### config.mk
export PLATFORM = sky130hd
export DESIGN_NAME = comparator_iter
export DESIGN_NICKNAME = d
export VERILOG_FILES = /design/src/rtl/comparator_iter.sv
export SDC_FILE = /design/constraint.sdc
export NUM_CORES = 1
export LEC_CHECK = 0
export CAP_MARGIN = 40
export CORE_MARGIN = 2
export CORE_UTILIZATION = 30
export CTS_CLUSTER_SIZE = 12
export DETAILED_ROUTE_END_ITERATION = 10
export PLACE_DENSITY_LB_ADDON = 0.12
export SETUP_SLACK_MARGIN = 0.3
export SLEW_MARGIN = 5
export SYNTH_ARGS = -nofsm -noshare
export SYNTH_HDL_FRONTEND = slang
export SYNTH_SLANG_ARGS = --single-unit
### constraint.sdc
create_clock -name clk -period 3.35 [get_ports clk]
set_clock_uncertainty 0.15 [all_clocks]
set_input_delay 1.005 -clock clk [delete_from_list [all_inputs] [get_ports clk]]
set_output_delay 1.005 -clock clk [all_outputs]
set_load 0.02 [all_outputs]
### src/rtl/comparator_iter.sv
// Iterative magnitude comparator: walks the operands K bits per cycle, MSB-first, and stops at the
// first differing chunk. Signed mode flips the sign bit so that two's-complement order matches unsigned order.
module comparator_iter #(
  parameter int N = 32,
  parameter int K = 8
) (
  input  logic         clk,
  input  logic         rst,
  input  logic         start,
  input  logic [N-1:0] a,
  input  logic [N-1:0] b,
  input  logic         is_signed,
  input  logic [2:0]   op,
  output logic         busy,
  output logic         done,
  output logic         result,
  output logic         lt,
  output logic         eq,
  output logic         gt
);

  localparam int C  = N / K;
  localparam int IW = (C > 1) ? $clog2(C) : 1;
  localparam logic [IW-1:0] LAST = IW'(C - 1);

  generate
    if ((K < 1) || (K > N) || (N % K != 0)) begin : g_bad_width
      $error("comparator_iter: N must be a positive multiple of K");
    end
  endgenerate

  typedef enum logic [1:0] {IDLE, COMPARE, DONE} state_t;

  state_t        state;
  logic [N-1:0]  a_q, b_q;
  logic [2:0]    op_q;
  logic [IW-1:0] idx;
  logic [K-1:0]  ca, cb;
  logic          c_lt, c_gt;

  // Operands shift left after each equal chunk, so the live chunk is always the top K bits.
  assign ca   = a_q[N-1 -: K];
  assign cb   = b_q[N-1 -: K];
  assign c_lt = (ca < cb);
  assign c_gt = (ca > cb);

  function automatic logic apply_op(input logic [2:0] o, input logic l, input logic e, input logic g);
    case (o)
      3'b000:  apply_op = e;
      3'b001:  apply_op = !e;
      3'b010:  apply_op = l;
      3'b011:  apply_op = l | e;
      3'b100:  apply_op = g;
      3'b101:  apply_op = g | e;
      default: apply_op = 1'b0;
    endcase
  endfunction

  always_ff @(posedge clk or posedge rst) begin
    if (rst) begin
      state  <= IDLE;
      a_q    <= '0;
      b_q    <= '0;
      op_q   <= '0;
      idx    <= '0;
      busy   <= 1'b0;
      done   <= 1'b0;
      result <= 1'b0;
      lt     <= 1'b0;
      eq     <= 1'b0;
      gt     <= 1'b0;
    end else begin
      case (state)
        IDLE, DONE: begin
          done <= 1'b0;
          if (start) begin
            // Flipping the sign bit at capture is the chunk-0 MSB inversion done once.
            a_q         <= a;
            a_q[N-1]    <= a[N-1] ^ is_signed;
            b_q         <= b;
            b_q[N-1]    <= b[N-1] ^ is_signed;
            op_q        <= op;
            idx         <= '0;
            busy        <= 1'b1;
            result      <= 1'b0;
            lt          <= 1'b0;
            eq          <= 1'b0;
            gt          <= 1'b0;
            state       <= COMPARE;
          end else begin
            busy  <= 1'b0;
            state <= IDLE;
          end
        end
        COMPARE: begin
          if (c_lt || c_gt) begin
            lt     <= c_lt;
            gt     <= c_gt;
            result <= apply_op(op_q, c_lt, 1'b0, c_gt);
            done   <= 1'b1;
            busy   <= 1'b0;
            state  <= DONE;
          end else if (idx == LAST) begin
            eq     <= 1'b1;
            result <= apply_op(op_q, 1'b0, 1'b1, 1'b0);
            done   <= 1'b1;
            busy   <= 1'b0;
            state  <= DONE;
          end else begin
            idx <= idx + 1'b1;
            a_q <= a_q << K;
            b_q <= b_q << K;
          end
        end
        default: begin
          busy  <= 1'b0;
          done  <= 1'b0;
          state <= IDLE;
        end
      endcase
    end
  end

endmodule

Yosys cells after proc, flatten, opt, wreduce, memory -nomap -nowiden. Cells that the tools add are included. Widths: inputs -> output; s select.

Reductions and logical operators: 13. Bitwise gates (word level): 2. Add/subtract/negate cells: 1. Muxes and demuxes: 35. $lt $le $gt $ge: 2. Equality and inequality tests: 14.

Operators by type and width (count): $mux 32 (6); $pmux 32 s2 (2); $mux 1 (14); $mux 2 (5); $ne 2x2->1 const B (5); $pmux 1 s2 (5); $gt 8x8->1 (1); $lt 8x8->1 (1); $pmux 2 s2 (2); $reduce_and 4->1 (2); $eq 3x2->1 const B (2); $eq 3x3->1 const B (2); $reduce_and 3->1 (2); $reduce_or 2->1 (3); $eq 2x2->1 const B (2); $eq 3x1->1 const B (1); $logic_not 3->1 (1); $ne 3x3->1 const B (1); $pmux 1 s3 (1); $reduce_or 3->1 (1); $add 2x1->2 const B (1); $eq 2x1->1 const B (1); $logic_not 2->1 (1); $reduce_and 2->1 (1); 3 further kinds (4).

Flip-flop bits (word level): 77. Input port bits: 71.

Longest topological paths before layout.
Depth after elaboration: 6. Mapped depth: 10. Depth with buffers taken out: 7.

Worst setup path after synthesis. OpenSTA, ideal clock, no wires.

Path type: reg-to-reg. Start: reg a_q[25]. End: reg a_q[29]. Path buffers: 2. Setup time: 0.123 ns. Stages on the path, launching flop included: 9. Data required time: 3.077 ns. Clock period less this slack: 2.330 ns. Data arrival time: 2.058 ns. Setup slack: 1.020 ns. Cell sequence: dfrtp_1 -> ha_1 -> nor2b_1 -> o211a_1 -> o311a_1 -> or2_1 -> buf_2 -> buf_6 -> o221a_2.

Longest elaborated chain between the ends: 4. Elaborated cells between the ends (all ways): 5. Those cells by class: order compare (2); eq/ne (1); reduce/logical (2).

Ends and longest elaborated chain: from (decl) (RTL line 35) `logic [N-1:0] a_q, b_q;`; from (signal, indexed assignment) (RTL line 79) `a_q[N-1] <= a[N-1] ^ is_signed;`; from (signal assigned) (RTL line 111) `a_q <= a_q << K;`; $lt 8x8->1 / $gt 8x8->1 (equally long branches) (RTL line 44, 45); $logic_or 1x1->1 * (RTL line 96) `if (c_lt || c_gt) begin`; $ne 2x2->1 (no source line) *; $reduce_and 4->1 (no source line) *.

Mark *: on every way between the ends. The rest lies on a longest branch, timed or not. A chain may end at the register's enable or synchronous reset.

Worst setup path in the final report.
Start: reg a_q[31]. End: reg a_q[17].

Same word-level chain as after synthesis.

==> metrics.txt <==
status completed; I/O pin cnt 77; # rows 40; pre-CTS setup slack 0.525 ns; power consumption 2.65 mW; drt via density 4.90; Die X 114 µm; htree depth 3; post-synth cell types 32; Pins Over Slew Limit 0; Max VDD drop 0.000238 V; Num CTS Buffers 9; fin crit share 84.2%; Static Leak 2.01 nW; Crit Path Class flop to flop; Crit path arrival time 2.89 ns; GPL Wtd Cong 0.741; CP max-delay cell or3_2; ANT nets after route 0; Die Area 13,000 µm²; layout cell share with drive strength beyond 1 16.1%; worst setup margin 0.529 ns; CTS tree built; Die Y-Extent 114 µm; synthesized flop and latch total 76; Clock Latency Late Sink 0.33 ns; Yosys warnings 0; final wirelength 8.47 mm; Syn Area/Cell 11.1 µm²; DR WL/cell 15.4 µm; Layout area overhead 33.6%; DR vias 2,695; hpwl dp 5.84 mm; Power Density 546 nW/µm²; commonest non-fill, non-tap cells in the layout dfrtp_1, clkdlybuf4s50_1, nand2_1, nand2b_1, o221a_2; Tot GR Track Use 14.2%; Period minus WS final 2.82 ns; initial detailed-routing violation count 165; Hold Crit Class flop to flop; Setup TNS Final 0 ns; sequential fraction of the synthesis area 52.3%; Setup Buffers After CTS 0; core area 11,900 µm²; final setup vio count 0; DR DRC count 0; RSZ-0062 raised after global routing no; Post-CTS Hold Fix Bufs 0; dominant synthesized flop cell dfrtp_1; Buf/Inv on CP 1; Peak Freq 0.354 GHz; relative slew slack 55.1%; clk sink count 76; top-area cell type share of the netlist area 52.3%; nets@finish 480; EDFF count, synth 0; cell taking the most area after synthesis dfrtp_1; Post-synth ARST share 100%; diodes inserted 0; crit end category flop; worst-case clock buffer depth 2; Syn Std Cell Area 3640 µm²; Worst-path clk slew 0.06 ns; first-pass GRT wire length 14.4 mm; Slew @ Worst Pin 0.674 ns; CP Data Required Time 3.42 ns; Max-Cap Viols 0; CP max FO 25; syn_nets 409; largest net degree at the start of global routing 77; TritonRoute pass-1 iters 4; crit-path leading delay family simple AND/OR/NAND/NOR gates; post_cts resized 0; CP Cell Sequence ha_1 -> nand4_1 -> nor2_2 -> o31ai_2 -> or3_2 -> buf_4 -> o221a_2; Mapped Cells 327; vias in the first global route 2,853; initial antenna violation count 0; count of final hold-check violations 0; leading post-synthesis cells by cell area dfrtp_1, o221a_2, nand2b_1; CP max stage delay 0.69 ns; Starting Density 30.5%; total grt overflow 0; port bufs 76; crit path launch type flop; Root Driver clkbuf_16
==> layout make-up <==
| cell class | instances | area, µm² |
|---|---|---|
| Fill cell | 1191 | 7050 |
| Clock inverter | 6 | 93.8 |
| Clock buffer | 10 | 239 |
| Inverter | 12 | 48.8 |
| Multi-Input combinational cell | 216 | 1550 |
| Sequential cell | 76 | 1900 |
| Timing Repair Buffer | 83 | 838 |
| Tap cell | 147 | 184 |
==> sequential cells by signal (all words and copies together), names as in the netlist <==
| signal | cells |
|---|---|
| a_q | 32 |
| b_q | 32 |
| busy | 1 |
| done | 1 |
| eq | 1 |
| gt | 1 |
| idx | 2 |
| lt | 1 |
| op_q | 3 |
| result | 1 |
| state | 1 |
==> kinds of logic after synthesis <==
family	Yosys count	synth area share, %
buffers and inverters	35	5.23
adder cells (fa/ha/maj)	11	3.79
multiplexers	4	1.10
XOR/XNOR	3	0.723
flip-flops	76	52.3
AND/OR/NAND/NOR	113	15.6
AO/OA/AOI/OAI	85	21.3
==> per-layer routing <==
layer  GRT usage (%)  up-vias  share of wire (%)
met5               0        -                  0
met4            4.39        0                1.2
met3            3.55        7                3.7
met2            23.6       56                 51
met1            18.2     1313                 45
li1                -     1319                  -
==> through the flow <==
step | utilization, % | area [µm²] | hold WS [ns] | instances
5_1_grt | 40.8 | 4860 | 0.368 | 550
6_report | 40.8 | 4860 | 0.333 | 550
4_1_cts | 40.8 | 4860 | 0.335 | 550
2_1_floorplan | - | 3640 | 0.307 | 327
3_3_place_gp | 37.8 | 4510 | 0.324 | 533
3_5_place_dp | 38.0 | 4530 | 0.324 | 534
==> path summary, 6_finish.rpt <==
kind	from	endpoint	slack, ns	depth (start not counted)
max	a_q[31]	a_q[17]	0.53	7
min	idx[0]	idx[0]	0.33	1
max reg2reg	a_q[31]	a_q[17]	0.53	7
min reg2reg	idx[0]	idx[0]	0.33	1
max in group asynchronous	rst	a_q[9]	1.75	3
min in group asynchronous	rst	op_q[0]	1.00	3
==> where the power goes <==
part           internal, mW  switching, mW
logic                 0.253          0.205
clock network         0.679          0.390
registers              1.04         0.0804
==> cells in the mapped netlist (2+ instances only) <==
library cell,count
nand2b_1,48
xnor2_1,3
nor2b_1,4
nor2_1,6
inv_1,12
dfrtp_1,76
o211a_1,2
o221a_1,14
mux2i_1,4
buf_6,7
o221a_2,34
buf_2,5
clkbuf_1,10
a21oi_1,3
nand2_1,50
ha_1,11
o21ai_0,22
nand4_1,2
Power figures use the tool's default switching activity.
